[config.mk]
export PLATFORM = sky130hd
export DESIGN_NAME = pipelined_decoder
export DESIGN_NICKNAME = d
export VERILOG_FILES = /design/src/rtl/pipelined_decoder.sv
export SDC_FILE = /design/constraint.sdc
export NUM_CORES = 1
export LEC_CHECK = 0
export ABC_AREA = 1
export CAP_MARGIN = 20
export CORE_MARGIN = 4
export CORE_UTILIZATION = 43
export DETAILED_ROUTE_END_ITERATION = 12
export PLACE_DENSITY = 0.77
export SYNTH_ARGS = -nofsm -noshare
export SYNTH_HDL_FRONTEND = slang
export SYNTH_SLANG_ARGS = --single-unit
[constraint.sdc]
create_clock -name clk -period 1.3 [get_ports clk]
set_input_delay 0.39 -clock clk [delete_from_list [all_inputs] [get_ports clk]]
set_output_delay 0.39 -clock clk [all_outputs]
set_load 0.01 [all_outputs]
[src/rtl/pipelined_decoder.sv]
// Registered instruction decoder: one control word per accepted opcode, two for memory ops.
// Optional macro DECODER_TRAP_EN turns illegal opcodes into a sticky TRAP state cleared by trap_clr.
module pipelined_decoder #(
    parameter int OPCODE_W = 8,
    parameter int NUM_REGS = 4,
    parameter int ADDR_W   = 4
) (
    input  logic                clk,
    input  logic                rst_n,
    input  logic                in_valid,
    output logic                in_ready,
    input  logic [OPCODE_W-1:0] opcode,
    input  logic [ADDR_W-1:0]   operand,
    output logic                ctrl_valid,
    output logic [2:0]          alu_sel,
    output logic                acc_sel,
    output logic [1:0]          alu_b_sel,
    output logic [1:0]          bank_out_sel,
    output logic [2:0]          source_reg_sel,
    output logic [NUM_REGS-1:0] destination_reg_flag,
    output logic                write,
    output logic [ADDR_W-1:0]   address,
    output logic [1:0]          state_control,
    output logic                illegal_op,
    input  logic                trap_clr
);

    typedef enum logic [2:0] {IDLE, EXEC, MEM_ADDR, MEM_DATA, TRAP} state_t;

    typedef struct packed {
        logic                ctrl_valid;
        logic [2:0]          alu_sel;
        logic                acc_sel;
        logic [1:0]          alu_b_sel;
        logic [1:0]          bank_out_sel;
        logic [2:0]          source_reg_sel;
        logic [NUM_REGS-1:0] dest;
        logic                write;
        logic [ADDR_W-1:0]   address;
        logic [1:0]          state_control;
        logic                illegal_op;
    } ctrl_t;

    state_t     state_q, state_d;
    ctrl_t      ctrl_q, ctrl_d;
    logic [2:0] mem_op_q, mem_op_d;
    logic       accept;
    logic       legal;
    logic [4:0] op5;
    logic [3:0] arith_k;

    // Register indices beyond the bank size produce no write enable at all.
    function automatic logic [NUM_REGS-1:0] onehot(input logic [2:0] idx);
        logic [NUM_REGS-1:0] r;
        r = '0;
        for (int i = 0; i < NUM_REGS; i++) begin
            if (idx == 3'(i)) r[i] = 1'b1;
        end
        return r;
    endfunction

    assign in_ready = rst_n && (state_q == IDLE || state_q == EXEC || state_q == MEM_DATA);
    assign accept   = in_valid && in_ready;
    assign legal    = ~|opcode[OPCODE_W-1:5];
    assign op5      = opcode[4:0];
    // Wraps modulo 16, which maps 0x0C..0x17 onto 0..11.
    assign arith_k  = opcode[3:0] - 4'd12;

`ifndef DECODER_TRAP_EN
    logic unused_trap_clr;
    assign unused_trap_clr = trap_clr;
`endif

    always_comb begin
        state_d  = IDLE;
        ctrl_d   = '0;
        mem_op_d = mem_op_q;
        case (state_q)
            MEM_ADDR: begin
                state_d              = MEM_DATA;
                ctrl_d.ctrl_valid    = 1'b1;
                ctrl_d.state_control = 2'b10;
                ctrl_d.address       = ctrl_q.address;
                ctrl_d.bank_out_sel  = mem_op_q[1:0];
                ctrl_d.write         = mem_op_q[2];
                if (!mem_op_q[2]) ctrl_d.dest = onehot({1'b0, mem_op_q[1:0]});
            end
            TRAP: begin
`ifdef DECODER_TRAP_EN
                if (!trap_clr) begin
                    state_d           = TRAP;
                    ctrl_d.illegal_op = 1'b1;
                end
`endif
            end
            default: begin
                if (accept) begin
                    if (!legal) begin
`ifdef DECODER_TRAP_EN
                        state_d           = TRAP;
                        ctrl_d.illegal_op = 1'b1;
`else
                        state_d           = EXEC;
                        ctrl_d.ctrl_valid = 1'b1;
                        ctrl_d.illegal_op = 1'b1;
`endif
                    end else if (op5 < 5'd12) begin
                        state_d               = EXEC;
                        ctrl_d.ctrl_valid     = 1'b1;
                        ctrl_d.source_reg_sel = {1'b0, op5[1:0]};
                        ctrl_d.dest           = onehot({1'b0, op5[3:2]});
                        ctrl_d.acc_sel        = (op5[3:2] == 2'b00);
                    end else if (op5 < 5'd24) begin
                        state_d           = EXEC;
                        ctrl_d.ctrl_valid = 1'b1;
                        ctrl_d.alu_sel    = arith_k[3:1];
                        ctrl_d.alu_b_sel  = {1'b0, arith_k[0]};
                        ctrl_d.acc_sel    = 1'b1;
                        ctrl_d.dest       = onehot(3'd0);
                    end else begin
                        state_d              = MEM_ADDR;
                        ctrl_d.ctrl_valid    = 1'b1;
                        ctrl_d.state_control = 2'b01;
                        ctrl_d.address       = operand;
                        mem_op_d             = op5[2:0];
                    end
                end
            end
        endcase
    end

    always_ff @(posedge clk or negedge rst_n) begin
        if (!rst_n) begin
            state_q <= IDLE;
            ctrl_q  <= '0;
        end else begin
            state_q <= state_d;
            ctrl_q  <= ctrl_d;
        end
    end

    always_ff @(posedge clk) begin
        mem_op_q <= mem_op_d;
    end

    assign ctrl_valid           = ctrl_q.ctrl_valid;
    assign alu_sel              = ctrl_q.alu_sel;
    assign acc_sel              = ctrl_q.acc_sel;
    assign alu_b_sel            = ctrl_q.alu_b_sel;
    assign bank_out_sel         = ctrl_q.bank_out_sel;
    assign source_reg_sel       = ctrl_q.source_reg_sel;
    assign destination_reg_flag = ctrl_q.dest;
    assign write                = ctrl_q.write;
    assign address              = ctrl_q.address;
    assign state_control        = ctrl_q.state_control;
    assign illegal_op           = ctrl_q.illegal_op;

endmodule
Word level (Yosys, flattened, before mapping). Index checks and enable logic that the tools add are counted.

Word-level logic and storage cells: 78. Register bits: 30.

Equal/unequal tests: 10. Reduce and logical (&&, ||, !) cells: 10. Muxes and demuxes: 38. Bitwise operators: 4. Order comparisons: 2. $add $sub $neg: 1.

Operators with widths (count): 2-to-1 mux 6 bit (8); 2-to-1 mux 2 bit (8); 2-to-1 mux 7 bit (2); 2-to-1 mux 1 bit (13); one-hot mux 6 bit (2 select lines) (1); == test 2 bit (second input constant) (4); 2-to-1 mux 4 bit (2); one-hot mux 4 bit (2 select lines) (1); == test 3 x 2 -> 1 bit (second input constant) (2); one-hot mux 3 bit (2 select lines) (1); < comparator 5 x 4 -> 1 bit (second input constant) (1); < comparator 5 bit (second input constant) (1); AND reduction 5 bit (1); == test 2 x 1 -> 1 bit (second input constant) (2); zero test 2 bit (2); inverter 1 bit (4); subtractor 4 bit (second input constant) (1); == test 3 x 1 -> 1 bit (second input constant) (1); == test 3 bit (second input constant) (1); zero test 3 bit (1); 2-to-1 mux 3 bit (1); OR reduction 3 bit (1); logical AND 1 bit (2); logical OR 1 bit (2); 2 further kinds (2).

Depth between registers and ports, before layout. Gate-level depths: netlist of the first run.

Depth in word-level cells: 7. Mapped depth: 7.

Worst setup path after synthesis of the first run. No wires, ideal clock.

Path type: input-to-reg. Start point: input opcode[6]. End point: register mem_op_q[0] (enable). Arrival time: 0.919 ns. Data required time: 1.001 ns. Library setup time: 0.299 ns. Slack: 0.082 ns. Stages: 5. Cells stage by stage: nor2_4 nand2_4 nor2_2 nand2_1 inv_1.

Longest elaborated chain between the ends: 3.

RTL lines: from (decl) (line 12) `input logic [OPCODE_W-1:0] opcode,`; OR reduction 3 bit (line 64) `assign legal = ~|opcode[OPCODE_W-1:5];`; inverter 1 bit (no source line); AND reduction 5 bit (no source line); to (signal assigned) (line 143) `mem_op_q <= mem_op_d;`; to (decl) (line 46) `logic [2:0] mem_op_q, mem_op_d;`.

Every way passes these cells. A chain may end at the register's enable or synchronous reset.

Final worst setup path of the first run.
Start point: register state_q[1]. End point: output in_ready.

Longest elaborated chain between the ends: 4.

RTL lines: from (decl) (line 44) `state_t state_q, state_d;`; from (signal assigned) (line 137) `state_q <= state_d;`; == test 3 x 1 -> 1 bit or zero test 3 bit (tied branches) (line 62) `assign in_ready = rst_n && (state_q == IDLE || state_q == EXEC || state_q == MEM_DATA);`; logical OR 1 bit (line 62); logical OR 1 bit * (line 62); logical AND 1 bit * (line 62); to (decl) (line 11) `output logic in_ready,`.

Every way passes the cells marked *; elsewhere a longest branch is shown, timed or not.

==> parameters.txt, run 1 <==
Parameter                              Value

Worst setup path
  Slowest cell delay on critical path    0.42 ns
  Crit path launch type    register
  CP bufs+invs    2
  Slowest stage cell, crit path    dfrtp_1
  Critical path required time    0.91 ns
  Flop2flop setup slack    0.09 ns
  Type of the setup path with the least slack    reg -> out
  Worst setup EP type    primary output
  Signal arrival time at the worst endpoint    1.05 ns
  Max FO, Critical Path    2
  Family with the most delay on the worst path    flip-flops
  Worst-path cell chain    nand2_4 > inv_2 > nor2_1 > buf_2

Floorplan
  Total die area    3540 µm²
  Y dimension of the die    59.5 µm
  Number of top-level pins    41
  Cell row count    18
  Initial core utilization    45.6%
  CORE AREA    around 2500 µm²
  Die span in x    slightly below 60 µm

Placement
  Number of buffer cells added on primary ports    37
  Worst-case setup slack after placement    -0.665 ns
  DP Wirelength    1820 µm
  Last weighted congestion value of the routability-driven placer    0.738
  Placed cell count    around 200

Outcome
  Status    finished, violations left
  Violations in the final reports    negative setup slack

Yosys
  Gate Count Post-Synth    between 100 and 150
  Sequential element share of the synthesized area    60.6%
  Post-synth top area cell    dfrtp_1
  Leading cell types by total area after synthesis    dfrtp_1 (53%), edfxtp_1 (7.9%), nand2_1 (7.9%), inv_1 (6.9%), nor2_1 (4.6%)
  Summed instance area of the synthesized netlist    around 1100 µm²
  Post-synth cell types    20
  Number of synthesized register bits    27
  Ys Warns    0
  Mean cell area of the mapped netlist    roughly 10 µm²
  Area share of the largest cell type after synthesis    a little over half

Cells and area
  Final Instance Count excl. Fillers    202
  Final net count    about 190
  Layout cell share with drive strength beyond 1    33.1%
  Final standard cell utilization of the core    63.7%
  Growth of design area from synthesis to finish    39.7%
  Number of diodes    0

STA
  Unrepaired setup endpoints after global routing    true
  Final hold violation count    0
  Final worst clock skew    0.00559 ns
  Max frequency    693 MHz
  Count of final setup violators    1
  Fin. max-slew vios    0
  Min Tclk post-route    1.44 ns
  Final period utilization    111%
  Worst path setup slack after routing    -0.142 ns

Power
  Ratio of total power to cell area    roughly 880 nW/µm²
  Proportion of power drawn by combinational gates    13.0%
  Share of total power in the clock network    25.2%
  Largest vdd supply drop    approximately 0.00058 V
  Switching power    roughly 0.00033 W
  Sum of internal, switching and leakage power    between 0.001 and 0.0015 W
  Seq pwr share    61.8%
  Leakage Power    ~0.97 nW
  Internal cell power    roughly 0.0011 W
  Sw Ratio    23.6%

GRT
  Pin count of the biggest net entering global routing    26
  Wire length of the first global-routing pass    3970 µm
  Total routing usage reported by global routing    14.9%
  Overflow after GRT    0
  Vias in the first global route    908
  Number of antenna violations at the first check in global routing    0

Job
  Max Cap Viol    0

Clock tree
  Sinks on Clock Net    27
  CTS tree    done
  Level count of the clock H-tree    1
  Max Buffers Root-to-Sink    2
  Root buf cell    clkbuf_4
  Register clock-pin slew on the reported worst setup and hold paths    0.14 ns
  Post-CTS Hold Buffers    0
  Number of buffers created by CTS    3
  Clock latency on the worst-skew pair    ~0.31 ns

Route
  Total iterations of the first detailed-routing run    4
  Final antenna-violating net count    0
  Initial DRC count    18
  DRC violation count after routing    0
  Routed wire length    approximately 2300 µm
  Routed via count    902
  Per-cell via count in the routed design    4.47
  Post-detailed-route wirelength per cell    11.5 µm

Min path
  Worst hold path class    in -> async
[layer usage]
metal	global-route usage (%)	up-vias	wire length, µm
met1	18.2	421	933
met5	0	-	0
met3	1.09	4	116
li1	-	453	-
met2	25.3	24	1230
met4	9.39	0	48
[synth_stat cells]
cell type / count
a21oi_1: 1
buf_4: 2
conb_1: 1
dfrtp_1: 24
edfxtp_1: 3
ha_1: 4
inv_1: 21
inv_2: 1
nand2_1: 24
nand2_2: 2
nand2_4: 2
nand3_1: 5
nand3_4: 1
nand3b_1: 1
nand4_1: 2
nor2_1: 14
nor2_2: 1
nor2_4: 1
nor2_8: 1
o21ai_0: 3
[placed cells by master (no fill, tap or decap), types with 4 or more instances in the layout]
cell / n
clkdlybuf4s50_1: 12
nor2_1: 14
nand3_1: 5
buf_4: 16
nand2_1: 22
nand2_2: 4
buf_2: 23
inv_1: 19
ha_1: 4
dfrtp_1: 24
[what timing repair did]
item / CTS / global route
pin swaps: 4 / 2
endpoints found under the setup margin: 45 / 11
buffers inserted: 3 / 1
resized for setup: 97 / 3
[final timing paths]
check                                                    to              startpoint  cells after the start
worst min-delay path             state_control[1]$_DFF_PN0_                   rst_n                      2
worst min register to register       address[1]$_DFFE_PN0P_  address[1]$_DFFE_PN0P_                      2
worst max-delay path                               in_ready    state_q[1]$_DFF_PN0_                      4
min in group clk                     address[1]$_DFFE_PN0P_  address[1]$_DFFE_PN0P_                      2
worst max register to register         alu_sel[2]$_DFF_PN0_    state_q[1]$_DFF_PN0_                      7
max in group asynchronous       source_reg_sel[0]$_DFF_PN0_                   rst_n                      2
[final cells by class]
type	instances	area, µm²
multi-input cells	64	360
repair buffers	55	395
well taps	30	37.5
flip-flops and latches	27	691
fillers	205	907
inverters	22	82.6
clock buffers	4	26.3
[metrics by stage]
step | hold slack [ns] | cell area (µm²) | setup TNS (ns)
after detailed placement | 0.468 | 1650 | -12.27
after global routing | 0.157 | 1590 | -0.257
after floorplan | 0.0944 | 1140 | 0
after CTS | 0.164 | 1580 | -0.165
after global placement | 0.462 | 1650 | -11.18
final | 0.158 | 1590 | -0.142
[state kept, by name (all words and copies together), names as in the netlist]
signal and count:
address 4, destination_reg_flag 4, alu_sel 3, mem_op_q 3, bank_out_sel 2, source_reg_sel 2
state_control 2, state_q 2, acc_sel 1, alu_b_sel 1, ctrl_valid 1, illegal_op 1
write 1
[cells by family (layout without fill, tap and decap cells)]
| kind of cell | count (synthesis) | in the layout | synth area share [%] |
|---|---|---|---|
| flops | 27 | 27 | 60.6 |
| simple gates | 54 | 54 | 24.4 |
| other cells | 1 | 2 | 0.329 |
| compound gates | 4 | 4 | 1.76 |
| fa+ha+maj | 4 | 4 | 4.39 |
| buf+inv | 24 | 81 | 8.56 |
[power by group through the flow]
stage | Combinational, W | Sequential, W | Clock (W)
floorplan | 0.0000632 | 0.000890 | 0
global placement | 0.000186 | 0.000884 | 0
detailed placement | 0.000190 | 0.000885 | 0
CTS | 0.000183 | 0.000868 | 0.000362
global route | 0.000203 | 0.000870 | 0.000411
finish | 0.000183 | 0.000868 | 0.000354
Power figures use the tool's default switching activity.
==> run 2, diff against run 1 <==
- GPL_ROUTABILITY_DRIVEN: default -> 0
- REMOVE_ABC_BUFFERS: default -> 1
==> parameters.txt, run 2 (synthesis results as in run 1) <==
Parameter                              Value

Placement
  DP Wirelength    1840 µm (+0.87%)
  Number of buffer cells added on primary ports    37 (unchanged)

Route
  DRC violation count after routing    0 (unchanged)
  Routed wire length    2200 µm (-5.2%)
  Post-detailed-route wirelength per cell    10.9 µm (-5.2%)
  Initial DRC count    2 (-16)
  Final antenna-violating net count    0 (unchanged)
  Per-cell via count in the routed design    4.53 (+1.6%)
  Total iterations of the first detailed-routing run    4 (unchanged)
  Routed via count    916 (+1.6%)

STA
  Count of final setup violators    1 (unchanged)
  Unrepaired setup endpoints after global routing    true
  Max frequency    696 MHz (+0.34%)
  Final worst clock skew    0.00535 ns (-0.000242 ns)
  Fin. max-slew vios    0 (unchanged)
  Worst path setup slack after routing    -0.137 ns (+0.00495 ns)
  Final period utilization    111% (-0.38 points)
  Worst hold slack    0.150 ns (-0.00790 ns)
  Final hold violation count    0 (unchanged)
  Min Tclk post-route    1.44 ns (-0.00495 ns)

Worst setup path
  Type of the setup path with the least slack    reg -> out
  Worst setup path startpoint    state_q[1]$_DFF_PN0_
  Crit path launch type    register
  Critical path required time    0.91 ns (about the same)
  RR Endpoint    alu_sel[1]$_DFF_PN0_
  CP endpoint    in_ready
  Worst setup EP type    primary output
  Worst reg-to-reg path cell count    7 (unchanged)
  Launching point of the worst reg2reg path    state_q[1]$_DFF_PN0_
  Flop2flop setup slack    0.06 ns (-0.03 ns)
  Max FO, Critical Path    2 (unchanged)
  Signal arrival time at the worst endpoint    1.05 ns (about the same)

Clock tree
  Clock latency on the worst-skew pair    0.32 ns (about the same)
  Sinks on Clock Net    27 (unchanged)
  CTS tree    done
  Root buf cell    clkbuf_4
  Number of buffers created by CTS    3 (unchanged)
  Level count of the clock H-tree    1 (unchanged)
  Max Buffers Root-to-Sink    2 (unchanged)
  Post-CTS Hold Buffers    0 (unchanged)
  Register clock-pin slew on the reported worst setup and hold paths    0.14 ns (about the same)

GRT
  Wire length of the first global-routing pass    3770 µm (-5.2%)
  Pin count of the biggest net entering global routing    26 (unchanged)
  Vias in the first global route    940 (+3.5%)
  Total routing usage reported by global routing    14.9% (-0.018 points)
  Overflow after GRT    0 (unchanged)
  Number of antenna violations at the first check in global routing    0 (unchanged)

Floorplan
  Cell row count    18 (unchanged)
  Y dimension of the die    59.5 µm (unchanged)
  Die span in x    59.5 µm (unchanged)
  Total die area    3540 µm² (unchanged)
  CORE AREA    2500 µm² (unchanged)
  Number of top-level pins    41 (unchanged)
  Initial core utilization    45.6% (unchanged)

Power
  Share of total power in the clock network    24.9% (-0.3 points)
  Leakage Power    0.989 nW (+1.6%)
  Largest vdd supply drop    0.000576 V (-0.10%)
  Internal cell power    0.00108 W (+0.60%)
  Switching power    0.000329 W (-0.69%)
  Seq pwr share    61.6% (-0.2 points)
  Ratio of total power to cell area    879 nW/µm² (-0.33%)
  Sw Ratio    23.3% (-0.23 points)
  Sum of internal, switching and leakage power    0.00141 W (+0.30%)
  Proportion of power drawn by combinational gates    13.5% (+0.5 points)

Cells and area
  Commonest cells after routing, fill and taps aside    nand2_1 (24), dfrtp_1 (24), buf_2 (22)
  Sequential cell area in the final layout    691 µm² (unchanged)
  Area used by multi-input combinational logic    358 µm² (-0.69%)
  Growth of design area from synthesis to finish    40.6%
  Filler cell count in the final layout    216 (+5.4%)
  Final net count    193 (unchanged)
  Layout cell share with drive strength beyond 1    32.6% (-0.58 points)
  Number of diodes    0 (unchanged)
  Final standard cell utilization of the core    64.1% (+0.40 points)

Min path
  Worst hold path class    in -> async

Outcome
  Status    finished, violations left
  Violations in the final reports    negative setup slack

Job
  Max Cap Viol    0 (unchanged)
==> run 2: cell types whose count changed in the layout (fill, tap and decap cells not counted), sizes merged <==
cell,before,now
dlymetal6s2s,0,2
dlygate4sd2,2,1
clkdlybuf4s50,12,11
==> run 2: layer usage <==
metal / vias to the layer above / wire [µm] / share of wire (%) / track usage [%]
met3: 6 / 173 / 7.9 / 3.49
li1: 457 / - / - / -
met1: 425 / 789 / 36 / 14.4
met2: 28 / 1170 / 53 / 27.3
met4: 0 / 67 / 3.0 / 10.4
met5: - / 0 / 0 / 0
==> run 2: cell type report <==
| class | count | area share [%] |
|---|---|---|
| multi-input combinational | 64 | 22.3 |
| tap | 30 | 2.34 |
| inverter | 22 | 5.15 |
| clock buffer | 4 | 1.64 |
| sequential | 27 | 43.1 |
| timing repair buffer | 55 | 25.4 |
==> run 2: worst min-delay path by stage <==
stage | from | end | slack [ns] | depth (start not counted)
final | rst_n | address[2]$_DFFE_PN0P_ | 0.15 | 2
after global routing | rst_n | address[1]$_DFFE_PN0P_ | 0.14 | 2
after CTS | rst_n | address[0]$_DFFE_PN0P_ | 0.15 | 2
after detailed placement | address[2]$_DFFE_PN0P_ | address[2]$_DFFE_PN0P_ | 0.47 | 2
after global placement | address[1]$_DFFE_PN0P_ | address[1]$_DFFE_PN0P_ | 0.47 | 2
after floorplan | rst_n | acc_sel$_DFF_PN0_ | 0.09 | 0
==> run 2: repair_timing <==
action,CTS,global route
cloned,0,0
setup buffers,0,0
pin swaps,2,3
resized for setup,95,6
setup endpoints to repair,45,18
==> run 2: critical path, stage by stage (launching register included) <==
cell and delay (ns):
dfrtp_1 0.42, nand2_4 0.06, inv_2 0.03, nor2_1 0.07
buf_2 0.14
==> run 2: per-stage QoR <==
| stage | worst slack, ns | setup TNS (ns) | area, µm² | instances |
|---|---|---|---|---|
| final | -0.137 | -0.137 | 1600 | 202 |
| after global routing | -0.219 | -0.427 | 1600 | 202 |
| after CTS | -0.170 | -0.170 | 1590 | 202 |
| after detailed placement | -0.647 | -12.27 | 1670 | 198 |
| after global placement | -0.633 | -11.41 | 1670 | 198 |
| after floorplan | 0.0819 | 0 | 1130 | 113 |
==> run 2: power by group through the flow <==
| stage | Clock (W) | Combinational [W] | Sequential [W] |
|---|---|---|---|
| after floorplan | 0 | 0.0000587 | 0.000890 |
| after global placement | 0 | 0.000193 | 0.000885 |
| after detailed placement | 0 | 0.000200 | 0.000885 |
| after CTS | 0.000367 | 0.000191 | 0.000868 |
| after global routing | 0.000404 | 0.000212 | 0.000870 |
| final | 0.000351 | 0.000190 | 0.000869 |
